File: config.mk
export PLATFORM = sky130hd
export DESIGN_NAME = pong_game_ctrl
export DESIGN_NICKNAME = d
export VERILOG_FILES = /design/src/rtl/pong_pkg.sv /design/src/rtl/tick_timer.sv /design/src/rtl/pong_game_ctrl.sv
export SDC_FILE = /design/constraint.sdc
export NUM_CORES = 1
export LEC_CHECK = 0
export ABC_AREA = 1
export BUFFER_PORTS_ARGS = -buffer_cell sky130_fd_sc_hd__clkbuf_2
export CAP_MARGIN = 20
export CORE_ASPECT_RATIO = 0.5
export CORE_UTILIZATION = 30
export CTS_BUF_LIST = sky130_fd_sc_hd__clkbuf_2
export CTS_CLUSTER_SIZE = 10
export DETAILED_ROUTE_END_ITERATION = 8
export GPL_TIMING_DRIVEN = 0
export PLACE_DENSITY = 0.53
export SLEW_MARGIN = 0
export SYNTH_ARGS = -nofsm -noshare
export SYNTH_HDL_FRONTEND = slang
export SYNTH_SLANG_ARGS = --single-unit
export TNS_END_PERCENT = 1
File: constraint.sdc
create_clock -name clk -period 1.8 [get_ports clk]
set_clock_uncertainty 0.2 [all_clocks]
set_input_delay 0.45 -clock clk [delete_from_list [all_inputs] [get_ports clk]]
set_output_delay 0.45 -clock clk [all_outputs]
set_load 0.005 [all_outputs]
File: src/rtl/pong_pkg.sv
// Shared constants for the pong game sequencer: state encoding, default
// timing/score parameters and serve direction values.
package pong_pkg;

  typedef enum logic [2:0] {
    ST_IDLE  = 3'd0,
    ST_SERVE = 3'd1,
    ST_PLAY  = 3'd2,
    ST_POINT = 3'd3,
    ST_OVER  = 3'd4
  } state_e;

  localparam int DEF_WIN_SCORE   = 7;
  localparam int DEF_SERVE_TICKS = 60;
  localparam int DEF_POINT_TICKS = 90;

  localparam logic DIR_LEFT  = 1'b0;
  localparam logic DIR_RIGHT = 1'b1;

endpackage

File: src/rtl/tick_timer.sv
// Loadable frame-tick counter; done_o flags the tick that reaches last_i,
// at which point the count wraps back to zero.
module tick_timer #(
  parameter int TW = 7
) (
  input  logic          clk,
  input  logic          reset,
  input  logic          clr_i,
  input  logic          en_i,
  input  logic [TW-1:0] last_i,
  output logic          done_o
);

  logic [TW-1:0] cnt_q, cnt_d;
  logic          at_last;

  assign at_last = (cnt_q == last_i);
  assign done_o  = en_i & at_last & ~clr_i;

  always_comb begin
    cnt_d = cnt_q;
    if (clr_i) begin
      cnt_d = '0;
    end else if (en_i) begin
      cnt_d = at_last ? '0 : cnt_q + TW'(1);
    end
  end

  always_ff @(posedge clk) begin
    if (reset) begin
      cnt_q <= '0;
    end else begin
      cnt_q <= cnt_d;
    end
  end

endmodule

File: src/rtl/pong_game_ctrl.sv
// Pong game sequencer: gates paddle/ball enables, commands serves, keeps
// scores and detects the end of the game.
module pong_game_ctrl
  import pong_pkg::*;
#(
  parameter int WIN_SCORE   = DEF_WIN_SCORE,
  parameter int SERVE_TICKS = DEF_SERVE_TICKS,
  parameter int POINT_TICKS = DEF_POINT_TICKS,
  parameter int SW          = 4,
  parameter int TW          = 7
) (
  input  logic          clk,
  input  logic          reset,
  input  logic          tick,
  input  logic          start,
  input  logic          miss_left,
  input  logic          miss_right,
  output logic          paddle_en,
  output logic          ball_en,
  output logic          ball_serve,
  output logic          serve_dir,
  output logic [SW-1:0] score_left,
  output logic [SW-1:0] score_right,
  output logic          game_over,
  output logic          winner
);

  localparam logic [SW-1:0] WIN_S      = SW'(WIN_SCORE);
  localparam logic [TW-1:0] SERVE_LAST = TW'(SERVE_TICKS - 1);
  localparam logic [TW-1:0] POINT_LAST = TW'(POINT_TICKS - 1);

  state_e        state_q, state_d;
  logic [SW-1:0] score_l_q, score_l_d;
  logic [SW-1:0] score_r_q, score_r_d;
  logic          dir_q, dir_d;
  logic          winner_q, winner_d;
  logic          start_q;
  logic          start_rise;
  logic          timed_state;
  logic          tmr_done;
  logic [TW-1:0] tmr_last;

  assign start_rise  = start & ~start_q;
  assign timed_state = (state_q == ST_SERVE) || (state_q == ST_POINT);
  assign tmr_last    = (state_q == ST_SERVE) ? SERVE_LAST : POINT_LAST;

  // Held at zero outside SERVE/POINT so every timed phase starts fresh.
  tick_timer #(.TW(TW)) u_timer (
    .clk    (clk),
    .reset  (reset),
    .clr_i  (~timed_state),
    .en_i   (tick & timed_state),
    .last_i (tmr_last),
    .done_o (tmr_done)
  );

  always_comb begin
    state_d   = state_q;
    score_l_d = score_l_q;
    score_r_d = score_r_q;
    dir_d     = dir_q;
    winner_d  = winner_q;
    case (state_q)
      ST_IDLE: begin
        if (start_rise) state_d = ST_SERVE;
      end
      ST_SERVE: begin
        if (tmr_done) state_d = ST_PLAY;
      end
      ST_PLAY: begin
        if (miss_left && miss_right) begin
          state_d = ST_SERVE;
        end else if (miss_left) begin
          if (score_r_q < WIN_S) score_r_d = score_r_q + SW'(1);
          dir_d   = DIR_LEFT;
          state_d = ST_POINT;
        end else if (miss_right) begin
          if (score_l_q < WIN_S) score_l_d = score_l_q + SW'(1);
          dir_d   = DIR_RIGHT;
          state_d = ST_POINT;
        end
      end
      ST_POINT: begin
        if (tmr_done) begin
          if ((score_l_q == WIN_S) || (score_r_q == WIN_S)) begin
            state_d  = ST_OVER;
            winner_d = (score_r_q == WIN_S);
          end else begin
            state_d = ST_SERVE;
          end
        end
      end
      ST_OVER: begin
        if (start_rise) begin
          score_l_d = '0;
          score_r_d = '0;
          dir_d     = DIR_LEFT;
          state_d   = ST_SERVE;
        end
      end
      default: state_d = ST_IDLE;
    endcase
  end

  always_ff @(posedge clk) begin
    if (reset) begin
      state_q   <= ST_IDLE;
      score_l_q <= '0;
      score_r_q <= '0;
      dir_q     <= DIR_LEFT;
      winner_q  <= 1'b0;
      start_q   <= 1'b0;
    end else begin
      state_q   <= state_d;
      score_l_q <= score_l_d;
      score_r_q <= score_r_d;
      dir_q     <= dir_d;
      winner_q  <= winner_d;
      start_q   <= start;
    end
  end

  assign paddle_en   = tick & ((state_q == ST_SERVE) || (state_q == ST_PLAY));
  assign ball_en     = tick & (state_q == ST_PLAY);
  assign ball_serve  = (state_q == ST_SERVE);
  assign game_over   = (state_q == ST_OVER);
  assign serve_dir   = dir_q;
  assign score_left  = score_l_q;
  assign score_right = score_r_q;
  assign winner      = winner_q;

endmodule

; Word level (Yosys, flattened, before mapping)
; Index checks and enable logic that the tools add are counted.
[word_totals]
input_bits = 6
register_bits = 21
output_inout_bits = 14
[op_classes]
add_sub_neg = 3
order_cmp = 2
mux = 25
n_bitwise = 8
n_eq_ne = 19
reduce_logical = 13
[op_table]
columns = cell, n
row1 = two-way mux 4 bit, 8
row2 = two-way mux 3 bit, 7
row3 = one-hot mux 4 bit (2 select lines), 2
row4 = two-way mux 7 bit, 2
row5 = inequality test 2 bit (second input constant), 7
row6 = one-hot mux 3 bit (4 select lines), 1
row7 = adder 4 x 1 -> 4 bit (second input constant), 2
row8 = == test 4 x 3 -> 1 bit (second input constant), 2
row9 = less-than comparator 4 x 3 -> 1 bit (second input constant), 2
row10 = AND reduction 4 bit, 2
row11 = adder 7 x 1 -> 7 bit (second input constant), 1
row12 = == test 7 bit, 1
row13 = bitwise AND 1 bit, 6
row14 = == test 3 x 2 -> 1 bit (second input constant), 2
row15 = inequality test 2 x 1 -> 1 bit (second input constant), 3
row16 = AND reduction 6 bit, 1
row17 = AND reduction 5 bit, 1
row18 = two-way mux 1 bit, 4
row19 = inequality test 4 bit (second input constant), 1
row20 = OR reduction 2 bit, 2
row21 = == test 3 x 1 -> 1 bit (second input constant), 1
row22 = == test 3 bit (second input constant), 1
row23 = zero test 3 bit, 1
row24 = logical OR 1 bit, 3
row25 = 6 further kinds, 7

; Logic depth before layout (Yosys ltp)
; Gate-level depths: netlist of run 1.
[depth]
word_depth = 7
ltp_mapped = 9
mapped_depth_nobuf = 9

; Hierarchy
; From an unflattened synthesis of run 1, not the netlist that was laid out.
[hier_totals]
cells_unflattened = 213
area_unflattened_um2 = 1376.3
[by_module_without_submodules]
columns = mod, cells_per_inst, seq_area_each_um2, area_per_inst_um2, n_inst
row1 = pong_game_ctrl, 131, 280.3, 835.8, 1
row2 = tick_timer, 82, 140.1, 540.5, 1

; Worst setup path before layout of run 1
; OpenSTA, ideal clock, no wires.
[synth_path]
path_kind = reg-to-output
startpoint = register state_q[1]
endpoint = output paddle_en
slack_ns = 0.249
required_ns = 1.150
t_arrival_ns = 0.901
n_path_buf = 0
path_stages_with_launch = 5
cell_sequence = dfxtp_1 inv_2 nor3_4 inv_1 a21oi_1
[synth_via]
elab_chain_len = 3
word_cells_on_any_way = 4
[synth_rtl]
columns = element, line
row1 = start: declaration, pong_game_ctrl.sv:32  ; state_e state_q, state_d;
row2 = start signal: assignment, pong_game_ctrl.sv:114  ; state_q <= state_d;
row3 = == test 3 x 1 -> 1 bit or == test 3 x 2 -> 1 bit (tied branches), pong_game_ctrl.sv:123  ; assign paddle_en = tick & ((state_q == ST_SERVE) || (state_q == ST_PLAY));
row4 = logical OR 1 bit (*), pong_game_ctrl.sv:123
row5 = bitwise AND 1 bit (*), pong_game_ctrl.sv:123
row6 = end: declaration, pong_game_ctrl.sv:18  ; output logic paddle_en,
; Mark *: on every way between the ends. The rest lies on a longest branch, timed or not.

; Worst setup path after layout of run 1
[layout_path]
startpoint = register state_q[0]
endpoint = output paddle_en
; The elaborated chain is that of the path after synthesis.

==> metrics.cfg, run 1 <==
[timing]
final_max_slew_viol_count = 0
relSlewSlack_pct = 77.8
setup_viol = 4
worst_hold_slack_ps = 64.7
grt_setup_unrepaired = yes
fmax_ghz = 0.521
fin_crit_ps = 1920
setup_slack_ps = -119
worst_pin_slew_ps = 330
hold_viol = 0
finalCritPeriodShare_pct = 107

[power_and_ir_drop]
ir_worst_vdd_mv = 0.275
p_int_mw = 0.730
p_sw_mw = 0.449
p_sw_share_pct = 38.1
power_frac_comb_pct = 34.3
power.total_mw = 1.18
p_seq_share_pct = 47.2
clockPowerShare_pct = 18.4
cellLeakagePower_nw = 0.628
power.density_nw_per_um2 = 834

[floorplanning]
coreArea_um2 = 3570
start_util_pct = 32.5
boundaryPins = 20
die_area_um2 = 4130
die_w_um = 89.8
rows = 15
fp.dieH_um = 45.9

[cells_and_area]
final_area_um2 = 1410
mostFrequentLayoutCell = nand2_1
layout_common_cells = nand2_1, inv_1, clkbuf_2
fin_cells = 247
fin_nets = 206
syn2layout_area_growth_pct = 22.1
num_antenna_cells = 0
drive_gt1_share_pct = 26.5

[global_routing]
grt_pass1_vias = 988
overflow = 0
grt_pass1_wl_um = 4310
use_met3_pct = 4.17
met1_usage_pct = 17.0
grt_max_degree = 14
antenna_found_initial = 0
grt.total_usage_pct = 13.4
met2_usage_pct = 22.9
top_usage_layer = met2

[synth]
synth_top_family_by_area = simple AND/OR/NAND/NOR gates
synth_top_area_share_pct = 36.3
synth.distinct_cells = 28
synthMuxAreaShare_pct = 0
synth.avg_cell_area_um2 = 6.89
netlist_top_cells_area = dfxtp_1, nand2_1, inv_1
yosysSeqAreaShare_pct = 36.3
synth-xor-area-share_pct = 2.27
synthCells = 168
synth_fa_ha_area_share_pct = 3.24
yosysWarnings = 0
ys_ff_latch = 21
synth_top_area_cell = dfxtp_1
synth_simple_gate_area_share_pct = 37.9
syn_nets = 177
synth_compound_area_share_pct = 10.5
syn_area_um2 = 1160

[clock_network]
cts-hold-fix-buffers = 0
clkSinkCount = 21
cts_tree = built
cts_buffers = 3
insertion_delay_ps = 350
htree_levels = 1
cts.reportedPaths.clkPinSlew_ps = 240
cts_root_buffer = clkbuf_2
cts_buffer_depth = 2

[worst_setup_path]
critPathCapture = paddle_en
end_kind = primary output
cp.required_ps = 1150
r2r-end = winner$_SDFFE_PP0P_
r2r-start = score_right[1]$_SDFFE_PP0P_
reg2reg_depth = 7
crit_fanout = 6
r2r_slack_ps = 160
cp-startpoint = state_q[0]$_SDFFE_PP0P_
cp.arrival_ps = 1270
startpoint_type = flip-flop
criticalPathCategory = reg -> out

[placement]
portBuffers = 19
placed_area_um2 = 1320
place.gp.congestion = 0.800
dp_slack_ps = 12.1
post-place-cells = 238
hpwl_um = 1920

[routing]
drc = 0
vias = 1106
wl_per_cell_um = 10.2
final_antenna_net_count = 0
vias_per_cell = 4.48
drtPass1Iterations = 4
drtIter0Drc = 39
wirelength_um = 2530

[worst_hold_path]
min_path_type = in -> reg

[run]
max-cap-violations = 0

[run_status]
violations = setup timing
outcome = complete, but fails checks

[registers in the layout (all words and copies together), names as in the netlist]
name and count:
score_left 4, start_q 1, state_q 3, serve_dir 1, winner 1, score_right 4
u_timer.cnt_q 7
[worst min-delay path by stage]
stage	from	to	slack (ps)	cells past startpoint
6_report	start	start_q$_SDFF_PP0_	60	3
3_3_place_gp	serve_dir$_SDFFE_PP0P_	serve_dir$_SDFFE_PP0P_	250	2
2_1_floorplan	serve_dir$_SDFFE_PP0P_	serve_dir$_SDFFE_PP0P_	250	2
4_1_cts	start	start_q$_SDFF_PP0_	40	3
5_1_grt	start	start_q$_SDFF_PP0_	40	3
3_5_place_dp	serve_dir$_SDFFE_PP0P_	serve_dir$_SDFFE_PP0P_	260	2
[synthesized netlist by cell type]
cell type	count
a21oi_1	14
a21oi_2	1
and2_1	1
dfxtp_1	21
ha_1	3
inv_1	28
inv_2	2
nand2_1	36
nand2_2	2
nand2_4	1
nand3_1	13
nand3_2	4
nand4_1	4
nor2_1	20
nor2_2	1
nor2_4	1
nor3_1	2
nor3_4	1
nor3b_2	1
nor4_1	1
o211ai_1	1
o21a_1	1
o21ai_0	3
o21ai_1	1
o21bai_1	1
or2_1	1
xnor2_1	1
xor2_1	2
[cells by family (layout without fill, tap and decap cells)]
group,after synthesis,after routing
flops,21,21
xor+xnor,3,3
buf+inv,30,58
fa+ha+maj,3,3
compound gates,22,22
simple gates,89,89
[area by class of cell]
| cell class | instances | area, um2 |
|---|---|---|
| fill | 396 | 2150 |
| clock inverter | 1 | 7.51 |
| timing repair buffer | 24 | 133 |
| tap | 51 | 63.8 |
| sequential | 21 | 430 |
| inverter | 30 | 118 |
| multi-input combinational | 117 | 646 |
| clock buffer | 3 | 15.0 |
[power groups by stage]
stage | registers [mW] | clock network, mW | logic [mW]
after CTS | 0.552 | 0.232 | 0.367
after detailed placement | 0.561 | 0 | 0.333
after floorplan | 0.556 | 0 | 0.242
after global placement | 0.561 | 0 | 0.332
final | 0.557 | 0.217 | 0.405
after global routing | 0.564 | 0.252 | 0.461
[what timing repair did]
action	CTS	global route
endpoints found under the hold margin	0	0
pin swaps	1	3
buffers inserted	2	3
endpoints found under the setup margin	4	5
resized for setup	4	12
[critical path, cell delays in order (launching register included)]
cell and delay (ps):
dfxtp_2 420, nor3_4 220, inv_2 70, a21oi_2 110, buf_2 120
[through the flow]
step	util, %	setup TNS (ps)
2_1_floorplan	-	0
3_3_place_gp	36.9	0
3_5_place_dp	36.9	0
4_1_cts	38.2	-627
5_1_grt	39.6	-700
6_report	39.6	-299
[layer usage]
metal,wire length [um],vias up,part of all wire (%)
met3,85,2,3.4
met5,0,-,0
met2,1140,13,45
met1,1290,495,51
met4,8,0,0.32
li1,-,596,-
No activity file was read; power rests on OpenSTA's default activity.
==> run 2, diff against run 1 <==
- BUFFER_PORTS_ARGS: -buffer_cell sky130_fd_sc_hd__clkbuf_2 -> -buffer_cell sky130_fd_sc_hd__buf_2
==> run 2 against run 1 <==
Against the previous run: critical path depth unchanged; combinational power decreased by 6.4%; cell count decreased by 1.2%; global-route usage decreased by 0.091 points; worst setup slack improved by 22 ps; critical endpoint unchanged; fmax increased by 1.1%; sequential cell count unchanged; non-clock buffer count decreased by 3; power decreased by 2.7%; sequential share of layout area increased by 0.60 points; via count decreased by 0.18%; sequential power decreased by 0.7%; the flow still finishes with violations (setup timing).
==> metrics.cfg, run 2 (synthesized netlist as in run 1, its figures left out) <==
[routing]
vias_per_cell = 4.52  ; was 4.48
wl_per_cell_um = 10.0  ; was 10.2 um
vias = 1104  ; was 1106
drc = 0  ; unchanged
wirelength_um = 2450  ; was 2530 um
final_antenna_net_count = 0  ; unchanged
drtIter0Drc = 23  ; was 39
drtPass1Iterations = 4  ; unchanged

[timing]
finalCritPeriodShare_pct = 105  ; was 107%
fmax_ghz = 0.527  ; was 0.521 GHz
relSlewSlack_pct = 74.9  ; was 77.8%
setup_slack_ps = -96.9  ; was -119 ps
final.setup.tns_ps = -307  ; was -299 ps
setup_viol = 4  ; unchanged
final_max_slew_viol_count = 0  ; unchanged
hold_viol = 0  ; unchanged
grt_setup_unrepaired = yes  ; unchanged
fin_crit_ps = 1900  ; was 1920 ps
worst_hold_slack_ps = 90.9  ; was 64.7 ps
worst_pin_slew_ps = 373  ; was 330 ps

[global_routing]
grt_max_degree = 14  ; unchanged
antenna_found_initial = 0  ; unchanged
grt.total_usage_pct = 13.3  ; was 13.4%
grt_pass1_wl_um = 4350  ; was 4310 um
grt_pass1_vias = 1002  ; was 988
overflow = 0  ; unchanged

[run_status]
violations = setup timing  ; unchanged
outcome = complete, but fails checks  ; unchanged

[power_and_ir_drop]
p_sw_mw = 0.437  ; was 0.449 mW
p_seq_share_pct = 48.2  ; was 47.2%
power.density_nw_per_um2 = 830  ; was 834 nW/um2
clockPowerShare_pct = 18.7  ; was 18.4%
power.total_mw = 1.15  ; was 1.18 mW
power_frac_comb_pct = 33.1  ; was 34.3%
p_sw_share_pct = 38.1  ; about the same
cellLeakagePower_nw = 0.622  ; was 0.628 nW
ir_worst_vdd_mv = 0.247  ; was 0.275 mV
p_int_mw = 0.710  ; was 0.730 mW

[placement]
portBuffers = 19  ; unchanged
post-place-cells = 238  ; unchanged
hpwl_um = 1870  ; was 1920 um
place.gp.congestion = 0.803  ; was 0.800

[clock_network]
cts_root_buffer = clkbuf_2  ; unchanged
insertion_delay_ps = 350  ; about the same
cts.reportedPaths.clkPinSlew_ps = 230  ; was 240 ps
cts_buffers = 3  ; unchanged
cts_buffer_depth = 2  ; unchanged
clkSinkCount = 21  ; unchanged
cts_tree = built  ; unchanged
htree_levels = 1  ; unchanged
cts-hold-fix-buffers = 0  ; unchanged

[floorplanning]
coreArea_um2 = 3570  ; unchanged
fp.dieH_um = 45.9  ; unchanged
die_area_um2 = 4130  ; unchanged
rows = 15  ; unchanged
boundaryPins = 20  ; unchanged
die_w_um = 89.8  ; unchanged
start_util_pct = 32.5  ; unchanged

[cells_and_area]
drive_gt1_share_pct = 23.3  ; was 26.5%
fin_nets = 203  ; was 206
num_antenna_cells = 0  ; unchanged
largest_register_ffs = 7  ; unchanged
regMostFlops = u_timer.cnt_q  ; unchanged
fin_cells = 244  ; was 247
fill_cells = 421  ; was 396
syn2layout_area_growth_pct = 19.4  ; was 22.1%
mostFrequentLayoutCell = nand2_1  ; unchanged
layout_common_cells = nand2_1, inv_1, nor2_1  ; was nand2_1, inv_1, clkbuf_2

[worst_setup_path]
cp.arrival_ps = 1250  ; was 1270 ps
cp.required_ps = 1150  ; about the same
r2r-start = score_right[0]$_SDFFE_PP0P_  ; was score_right[1]$_SDFFE_PP0P_
end_kind = primary output  ; unchanged
criticalPathCategory = reg -> out  ; unchanged
crit_fanout = 6  ; unchanged
cp-startpoint = state_q[0]$_SDFFE_PP0P_  ; unchanged
startpoint_type = flip-flop  ; unchanged

[worst_hold_path]
min-delay-start = start  ; unchanged
min_path_type = in -> reg  ; unchanged

[run]
max-cap-violations = 0  ; unchanged

## run 2: cell types whose count changed in the layout (fill, tap and decap cells not counted), sizes merged
cell / change
buf: +15
clkbuf: -18
## run 2: final timing paths
| kind | to | slack, ps | depth (start not counted) |
|---|---|---|---|
| max | paddle_en | -100 | 4 |
| min | start_q$_SDFF_PP0_ | 90 | 3 |
| max reg2reg | winner$_SDFFE_PP0P_ | 140 | 7 |
| min reg2reg | serve_dir$_SDFFE_PP0P_ | 280 | 2 |
## run 2: layout make-up
cell class	count	area, um2	share of cell area [%]
well taps	51	63.8	4.62
clock inverters	1	7.51	0.543
repair buffers	21	110	7.97
inverters	30	118	8.51
flip-flops and latches	21	429	31.1
clock buffers	3	15.0	1.09
multi-input cells	117	638	46.2
## run 2: critical path: stages, from the launching register on
cell     delay (ps)
dfxtp_2         410
nor3_4          220
inv_2            60
a21oi_2         110
buf_2           120
## run 2: power groups by stage
stage / clock [mW] / sequential, mW / combinational (mW)
2_1_floorplan: 0 / 0.556 / 0.242
3_3_place_gp: 0 / 0.560 / 0.332
5_1_grt: 0.247 / 0.563 / 0.439
4_1_cts: 0.225 / 0.552 / 0.368
3_5_place_dp: 0 / 0.561 / 0.334
6_report: 0.215 / 0.553 / 0.379
## run 2: per-layer routing
layer	GRT usage (%)	routed length (um)	vias to the layer above
met1	17.2	1290	506
met2	22.8	1080	14
met5	0	0	-
met3	4.00	81	0
li1	-	-	584
met4	1.97	0	0
## run 2: metrics by stage
| step | cell area [um2] | util, % | setup slack [ps] |
|---|---|---|---|
| floorplan | 1160 | - | 249 |
| global placement | 1320 | 36.9 | 25.6 |
| detailed placement | 1320 | 36.9 | 23.4 |
| CTS | 1360 | 38.2 | -170 |
| global route | 1380 | 38.7 | -213 |
| finish | 1380 | 38.7 | -96.9 |
## run 2: what timing repair did
item | 4_1_cts | 5_1_grt
resized for setup | 4 | 7
pin swaps | 1 | 1
setup endpoints to repair | 4 | 4
setup buffers | 2 | 0
